===== src/rtl/sram_pkg.sv =====
// Shared types and constants for the K6R4016 SRAM arbiter.
// State encoding, bus widths and requester identifiers.
package sram_pkg;

    localparam int SRAM_AW = 18;
    localparam int SRAM_DW = 16;

    typedef enum logic [2:0] {
        IDLE,
        RD_SETUP,
        RD_SAMPLE,
        WR_SETUP,
        WR_PULSE,
        WR_HOLD
    } state_e;

    typedef enum logic {
        REQ_CPU = 1'b0,
        REQ_DMA = 1'b1
    } req_id_e;

endpackage


===== src/rtl/sram_arbiter_rr_arb2.sv =====
// Two-way requester pick: round-robin or CPU fixed priority.
// Ports: clk, rst_n (async, active low), en_i (grant enable),
//   cpu_req_i/dma_req_i, gnt_valid_o, gnt_id_o (combinational pick).
module rr_arb2
    import sram_pkg::*;
#(
    parameter bit PRIO_CPU = 1'b0
) (
    input  logic    clk,
    input  logic    rst_n,
    input  logic    en_i,
    input  logic    cpu_req_i,
    input  logic    dma_req_i,
    output logic    gnt_valid_o,
    output req_id_e gnt_id_o
);

    req_id_e last_q;
    req_id_e last_d;

    always_comb begin
        gnt_valid_o = en_i & (cpu_req_i | dma_req_i);
        gnt_id_o    = REQ_CPU;
        if (cpu_req_i && dma_req_i) begin
            // On a tie the side that did not win last time goes next.
            if (!PRIO_CPU && last_q == REQ_CPU) begin
                gnt_id_o = REQ_DMA;
            end
        end else if (dma_req_i) begin
            gnt_id_o = REQ_DMA;
        end
        last_d = gnt_valid_o ? gnt_id_o : last_q;
    end

    // Reset to DMA so the CPU wins the first tie.
    always_ff @(posedge clk or negedge rst_n) begin
        if (!rst_n) begin
            last_q <= REQ_DMA;
        end else begin
            last_q <= last_d;
        end
    end

endmodule


===== src/rtl/sram_arbiter.sv =====
// Owner of the external K6R4016 SRAM pins; shares them between CPU and DMA.
// Ports: clk, RST (async, active low), cpu_*/dma_* request ports with
//   req/we/addr/wdata in and rdata/ack out, registered SRAM_* pins, busy.
module sram_arbiter
    import sram_pkg::*;
#(
    parameter int unsigned WR_CYCLES = 2,
    parameter bit          PRIO_CPU  = 1'b0
) (
    input  logic               clk,
    input  logic               RST,
    input  logic               cpu_req,
    input  logic               cpu_we,
    input  logic [15:0]        cpu_addr,
    input  logic [SRAM_DW-1:0] cpu_wdata,
    output logic [SRAM_DW-1:0] cpu_rdata,
    output logic               cpu_ack,
    input  logic               dma_req,
    input  logic               dma_we,
    input  logic [SRAM_AW-1:0] dma_addr,
    input  logic [SRAM_DW-1:0] dma_wdata,
    output logic [SRAM_DW-1:0] dma_rdata,
    output logic               dma_ack,
    output logic [SRAM_AW-1:0] SRAM_ADDR,
    output logic [SRAM_DW-1:0] SRAM_DQ_O,
    output logic               SRAM_DQ_OE,
    input  logic [SRAM_DW-1:0] SRAM_DQ_I,
    output logic               SRAM_CSX,
    output logic               SRAM_OEX,
    output logic               SRAM_WEX,
    output logic               busy
);

    localparam int CW = (WR_CYCLES > 1) ? $clog2(WR_CYCLES) : 1;
    localparam logic [CW-1:0] CNT_LOAD = CW'(WR_CYCLES - 1);

    state_e             state_q;
    req_id_e            owner_q;
    logic [CW-1:0]      cnt_q;
    logic [SRAM_AW-1:0] addr_q;
    logic [SRAM_DW-1:0] dq_o_q;
    logic               dq_oe_q;
    logic               csx_q;
    logic               oex_q;
    logic               wex_q;
    logic               busy_q;
    logic               cpu_ack_q;
    logic               dma_ack_q;
    logic [SRAM_DW-1:0] cpu_rdata_q;
    logic [SRAM_DW-1:0] dma_rdata_q;

    logic               arb_en;
    logic               gnt_valid;
    req_id_e            gnt_id;
    logic               gnt_we;
    logic [SRAM_AW-1:0] gnt_addr;
    logic [SRAM_DW-1:0] gnt_wdata;

    assign arb_en = (state_q == IDLE);

    rr_arb2 #(
        .PRIO_CPU (PRIO_CPU)
    ) u_arb (
        .clk         (clk),
        .rst_n       (RST),
        .en_i        (arb_en),
        .cpu_req_i   (cpu_req),
        .dma_req_i   (dma_req),
        .gnt_valid_o (gnt_valid),
        .gnt_id_o    (gnt_id)
    );

    always_comb begin
        gnt_we    = cpu_we;
        gnt_addr  = {2'b00, cpu_addr};
        gnt_wdata = cpu_wdata;
        if (gnt_id == REQ_DMA) begin
            gnt_we    = dma_we;
            gnt_addr  = dma_addr;
            gnt_wdata = dma_wdata;
        end
    end

    always_ff @(posedge clk or negedge RST) begin
        if (!RST) begin
            state_q     <= IDLE;
            owner_q     <= REQ_CPU;
            cnt_q       <= '0;
            addr_q      <= '0;
            dq_o_q      <= '0;
            dq_oe_q     <= 1'b0;
            csx_q       <= 1'b1;
            oex_q       <= 1'b1;
            wex_q       <= 1'b1;
            busy_q      <= 1'b0;
            cpu_ack_q   <= 1'b0;
            dma_ack_q   <= 1'b0;
            cpu_rdata_q <= '0;
            dma_rdata_q <= '0;
        end else begin
            cpu_ack_q <= 1'b0;
            dma_ack_q <= 1'b0;
            unique case (state_q)
                IDLE: begin
                    // Requester inputs are only looked at here.
                    if (gnt_valid) begin
                        owner_q <= gnt_id;
                        addr_q  <= gnt_addr;
                        busy_q  <= 1'b1;
                        csx_q   <= 1'b0;
                        if (gnt_we) begin
                            dq_o_q  <= gnt_wdata;
                            dq_oe_q <= 1'b1;
                            state_q <= WR_SETUP;
                        end else begin
                            oex_q   <= 1'b0;
                            state_q <= RD_SETUP;
                        end
                    end
                end
                RD_SETUP: begin
                    // Data has had the full setup cycle to settle.
                    if (owner_q == REQ_DMA) begin
                        dma_rdata_q <= SRAM_DQ_I;
                        dma_ack_q   <= 1'b1;
                    end else begin
                        cpu_rdata_q <= SRAM_DQ_I;
                        cpu_ack_q   <= 1'b1;
                    end
                    state_q <= RD_SAMPLE;
                end
                RD_SAMPLE: begin
                    csx_q   <= 1'b1;
                    oex_q   <= 1'b1;
                    busy_q  <= 1'b0;
                    state_q <= IDLE;
                end
                WR_SETUP: begin
                    wex_q   <= 1'b0;
                    cnt_q   <= CNT_LOAD;
                    state_q <= WR_PULSE;
                end
                WR_PULSE: begin
                    if (cnt_q == '0) begin
                        wex_q   <= 1'b1;
                        state_q <= WR_HOLD;
                        if (owner_q == REQ_DMA) begin
                            dma_ack_q <= 1'b1;
                        end else begin
                            cpu_ack_q <= 1'b1;
                        end
                    end else begin
                        cnt_q <= cnt_q - 1'b1;
                    end
                end
                WR_HOLD: begin
                    // Releasing the bus here leaves IDLE as turnaround.
                    csx_q   <= 1'b1;
                    dq_oe_q <= 1'b0;
                    busy_q  <= 1'b0;
                    state_q <= IDLE;
                end
                default: begin
                    state_q <= IDLE;
                end
            endcase
        end
    end

    assign cpu_rdata  = cpu_rdata_q;
    assign cpu_ack    = cpu_ack_q;
    assign dma_rdata  = dma_rdata_q;
    assign dma_ack    = dma_ack_q;
    assign SRAM_ADDR  = addr_q;
    assign SRAM_DQ_O  = dq_o_q;
    assign SRAM_DQ_OE = dq_oe_q;
    assign SRAM_CSX   = csx_q;
    assign SRAM_OEX   = oex_q;
    assign SRAM_WEX   = wex_q;
    assign busy       = busy_q;

endmodule


===== config.mk =====
export PLATFORM = sky130hd
export DESIGN_NAME = sram_arbiter
export DESIGN_NICKNAME = d
export VERILOG_FILES = /design/src/rtl/sram_pkg.sv /design/src/rtl/sram_arbiter_rr_arb2.sv /design/src/rtl/sram_arbiter.sv
export SDC_FILE = /design/constraint.sdc
export NUM_CORES = 1
export LEC_CHECK = 0
export BUFFER_PORTS_ARGS = -buffer_cell sky130_fd_sc_hd__clkbuf_2
export CORE_MARGIN = 2
export CORE_UTILIZATION = 30
export CTS_BUF_LIST = sky130_fd_sc_hd__clkbuf_8 sky130_fd_sc_hd__clkbuf_16
export DETAILED_ROUTE_END_ITERATION = 8
export GPL_TIMING_DRIVEN = 0
export HOLD_SLACK_MARGIN = 0.03
export PLACE_DENSITY = 0.56
export SYNTH_ARGS = -nofsm -noshare
export SYNTH_HDL_FRONTEND = slang
export SYNTH_SLANG_ARGS = --single-unit

===== constraint.sdc =====
create_clock -name clk -period 1.8 [get_ports clk]
set_clock_uncertainty 0.15 [all_clocks]
set_input_delay 0.36 -clock clk [delete_from_list [all_inputs] [get_ports clk]]
set_output_delay 0.36 -clock clk [all_outputs]
set_load 0.05 [all_outputs]

Word level (Yosys, flattened, before mapping)
Index checks and enable logic that the tools add are counted.
{"block": "totals", "reg_bits": 79, "input_bits": 88, "output_inout_bits": 73}
{"block": "classes", "add_sub_neg": 1, "eq_ne": 9, "n_mux": 30, "n_bitwise": 3, "reduce_logical": 16}
{"op": "$mux W18", "n": 1}
{"op": "$mux W1", "n": 16}
{"op": "$mux W16", "n": 1}
{"op": "$pmux W1 S2", "n": 8}
{"op": "$pmux W3 S4", "n": 1}
{"op": "$reduce_and A2 Y1", "n": 6}
{"op": "$reduce_and A3 Y1", "n": 3}
{"op": "$ne A2 B2 Y1 const B", "n": 4}
{"op": "$reduce_bool A2 Y1", "n": 4}
{"op": "$eq A3 B2 Y1 const B", "n": 2}
{"op": "$eq A3 B3 Y1 const B", "n": 2}
{"op": "$mux W3", "n": 2}
{"op": "$eq A3 B1 Y1 const B", "n": 1}
{"op": "$logic_not A3 Y1", "n": 1}
{"op": "$mux W2", "n": 1}
{"op": "$reduce_or A2 Y1", "n": 1}
{"op": "$and A1 B1 Y1", "n": 1}
{"op": "$logic_and A1 B1 Y1", "n": 1}
{"op": "$not A1 Y1", "n": 1}
{"op": "$or A1 B1 Y1", "n": 1}
{"op": "$sub A1 B1 Y1 const B", "n": 1}

Depth between registers and ports, before layout
{"block": "logic_depth", "word_depth": 6, "ltp_mapped": 6, "ltp_nobuf": 3}

By module
Synthesis repeated with hierarchy kept, for this count alone.
{"block": "unflattened", "hier_cells": 278, "area_unflattened_um2": 3495.9}
{"module": "sram_arbiter", "instances": 1, "cells_each": 273, "area_each_um2": 3443.3, "seq_area_each_um2": 1955.6}
{"module": "rr_arb2", "instances": 1, "cells_each": 5, "area_each_um2": 52.6, "seq_area_each_um2": 26.3}

Worst setup path before layout
OpenSTA, ideal clock, no wires.
{"block": "synth_path", "path_type": "register to register", "from": "register state_q[2]", "to": "register cpu_rdata_q[10] (netlist: cpu_rdata[10])", "arrival_ns": 1.485, "t_required_ns": 1.525, "setup_slack_ns": 0.040, "path_stages_with_launch": 6, "path_buffers": 2, "cell_sequence": "dfrtp_1 > buf_4 > or3b_4 > nor2_8 > buf_12 > mux2_4"}
{"block": "synth_between", "elab_chain_cells": 2}
{"element": "start, declared", "line": "sram_arbiter.sv:37", "source": "state_e state_q;"}
{"element": "start signal, assigned", "line": "sram_arbiter.sv:86", "source": "state_q <= IDLE;"}
{"element": "start signal, assigned", "line": "sram_arbiter.sv:114", "source": "state_q <= WR_SETUP;"}
{"element": "start signal, assigned", "line": "sram_arbiter.sv:117", "source": "state_q <= RD_SETUP;"}
{"element": "$eq A3 B1 Y1", "line": "sram_arbiter.sv:103", "source": "unique case (state_q)"}
{"element": "$reduce_and A2 Y1 (no line)"}
{"element": "end signal, assigned", "line": "sram_arbiter.sv:98", "source": "cpu_rdata_q <= '0;"}
{"element": "end signal, assigned", "line": "sram_arbiter.sv:127", "source": "cpu_rdata_q <= SRAM_DQ_I;"}
{"element": "end, declared", "line": "sram_arbiter.sv:49", "source": "logic [SRAM_DW-1:0] cpu_rdata_q;"}
Every way passes these cells.
A chain may end at the register's enable or synchronous reset.

Final worst setup path
{"block": "layout_path", "from": "register state_q[2]", "to": "register cpu_rdata_q[15] (netlist: cpu_rdata[15])"}
Same word-level chain as after synthesis.

==> run summary <==
flop-to-flop setup slack = -10 ps
ys async rst share = 1.00
Slew headroom = 0.635
top cells by count, synth = dfrtp_1 (75), a21oi_1 (68), mux2_4 (20), nand2b_1 (18), mux2i_1 (17)
share of post-route cells with drive strength above 1 = 0.503
crit-path leading delay family = simple AND/OR/NAND/NOR gates
layout net count = 582
clk slew on worst S/H paths = 60 ps
sequential area share after synthesis = 0.529
core area = 12100 µm²
Synth Register Bits = 79
die height = 116 µm
outcome = complete, but fails checks
largest net degree at the start of global routing = 45
max-cap violations = 0
hpwl dp = 7670 µm
RD Place Congestion = 0.740
CTS sink cnt = 79
Tot GR Track Use = 0.159
top_reg_cell synth = dfrtp_1
post-DR wirelength/cell = 15.9 µm
total wire length = 10600 µm
maximum VDD drop = 0.888 mV
Mapped Cells = 317
Filler Cell Count = 1168
number of flops mapped to enable cells by yosys = 0
Worst Setup Slack, final = -13.3 ps
count of input and output buffers = 159
clock latency on the worst-skew pair = 330 ps
pwr/cell area = 2200 nW/µm²
Placement Setup Slack = -201 ps
final period utilization = 1.01
Min Hold Slack = 128 ps
drt pass-1 iters = 4
worst path bufs/invs = 2
Finish-stage setup viols = 6
floorplan row count = 40
area delta synth->final = 42.3%
Inserted Clock Buffers = 9
number of vias per cell = 4.96
Reg2Reg Depth = 5
Post-Route Utilization = 0.440
via count = 3307
Cell variety after synth = 37
worst path arrival time = 1880 ps
RSZ-0062 raised after global routing = true
vias in the first global route = 3296
syn_nets = 405
Yosys top cell by area = dfrtp_1
Die Footprint = 13400 µm²
Synth top area share = 0.501
worst-path cell chain = buf_6, or3b_4, nor2_8, clkbuf_16, mux2_4
Overflow after GRT = 0
Worst Path Max Fanout = 5
Syn. warnings = 0
Reg-to-Reg End = cpu_rdata[15]$_DFFE_PN0P_
Slew @ Worst Pin = 548 ps
count leader, synth = dfrtp_1
I/O pins = 161
Critical Path Source = state_q[2]$_DFFE_PN0P_
TritonCTS clock tree = yes
DRC Markers = 0
CP Capture Point = cpu_rdata[15]$_DFFE_PN0P_
Leak Pwr = 0.00257 µW
slowest CP cell = or3b_4
syn_area_per_cell = 11.8 µm²
top area cells in the synthesized netlist = dfrtp_1 (50%), a21oi_1 (9.1%), mux2_4 (8.0%), mux2i_1 (4.5%), a221oi_1 (3.7%)
initial antenna violation count = 0
H-tree depth = 3
min Tclk post-route = 1810 ps
Iter 0 DRT Violations = 243
first-pass GRT wire length = 16700 µm
CTS max path bufs = 2
Antenna Violating Nets Remaining = 0
initial core utilization = 0.309
Fmax = 0.551 GHz
critical path required time = 1860 ps
worst hold path type = in2reg
reg2reg start = state_q[2]$_DFFE_PN0P_
Die X = 116 µm
# diodes = 0
clock root cell = clkbuf_16
final hold violation count = 0
failing checks = negative setup slack
Pins Over Slew Limit = 0
synthesized area = 3750 µm²
CP Launch Type = flop
Worst setup EP type = flop
critical path type = reg2reg
WP depth = 5
Critical Path Max Stage Delay = 430 ps
==> cells in the final DEF (no fill, tap or decap), types with 3 or more instances in the layout <==
cell type / n
nor2_1: 7
clkbuf_2: 161
a221oi_1: 13
inv_1: 3
clkbuf_4: 5
clkbuf_16: 10
buf_12: 4
nand2b_1: 18
mux2_2: 6
a21oi_1: 68
mux2i_1: 17
dfstp_2: 4
o32ai_1: 16
buf_6: 5
mux2_4: 26
buf_4: 8
clkbuf_1: 5
a221oi_2: 3
nand2_1: 5
buf_2: 5
nor3b_1: 3
dfrtp_1: 75
==> area by class of cell <==
type,count,area [µm²],share of cell area
Sequential cell,79,1980,0.372
Clock buffer,10,239,0.0448
Buffer,30,234,0.0439
Tap cell,168,210,0.0394
Multi-Input combinational cell,204,1640,0.308
Inverter,2,7.51,0.00141
Clock inverter,6,85.1,0.0160
Timing Repair Buffer,168,931,0.175
==> metrics by stage <==
stage	power, µW	instance area (µm²)	std cells	setup TNS (ps)
final	11700	5330	667	-60.8
after global routing	12400	5330	667	-916
after CTS	11500	5170	661	-3.87
after detailed placement	9410	4780	645	-3000
after global placement	9320	4750	644	-45810
after floorplan	7900	3750	317	0
==> logic make-up (layout without fill, tap and decap cells) <==
logic type,Yosys count,in the layout,share of synthesized area
buffers and inverters,34,216,0.0494
DFF,79,79,0.529
and+or+nand+nor,44,44,0.0711
AOI/OAI and AO/OA,111,111,0.189
muxes,49,49,0.162
==> report_power, final <==
group | leakage (µW) | switching, µW | internal [µW] | total (µW)
combinational | 0.00146 | 4430 | 2120 | 6540
sequential | 0.000946 | 548 | 2650 | 3200
clock | 0.000160 | 711 | 1250 | 1960
total | 0.00257 | 5680 | 6020 | 11700
==> sequential cells by signal, summed over array words and instances (netlist names), 3 cells and up <==
| name | flops |
|---|---|
| state_q | 3 |
| cpu_rdata | 16 |
| SRAM_DQ_O | 16 |
| SRAM_ADDR | 18 |
| dma_rdata | 16 |
==> per-layer routing <==
layer  track usage  vias to the layer above  wire length [µm]
li1              -                     1534                 -
met2         0.253                      138              5090
met5             0                        -                 0
met3        0.0460                        8               794
met1         0.209                     1627              4670
met4        0.0508                        0                91
==> worst min path at each step <==
stage	start	end	slack, ps	depth (start not counted)
3_5_place_dp	RST	cpu_rdata[3]$_DFFE_PN0P_	250	1
5_1_grt	SRAM_DQ_I[13]	cpu_rdata[13]$_DFFE_PN0P_	120	2
4_1_cts	SRAM_DQ_I[4]	cpu_rdata[4]$_DFFE_PN0P_	110	2
2_1_floorplan	RST	SRAM_ADDR[0]$_DFFE_PN0P_	-90	0
6_report	dma_addr[17]	SRAM_ADDR[17]$_DFFE_PN0P_	130	2
3_3_place_gp	SRAM_ADDR[17]$_DFFE_PN0P_	SRAM_ADDR[17]$_DFFE_PN0P_	330	1
==> repair_timing <==
item | 4_1_cts | 5_1_grt
setup endpoints to repair | 51 | 64
hold buffers | 1 | 0
cloned | 0 | 1
setup buffers | 1 | 5
endpoints found under the hold margin | 31 | 0
resized for setup | 15 | 24
pin swaps | 1 | 3
Note: power is estimated with default switching activity, not from simulation.
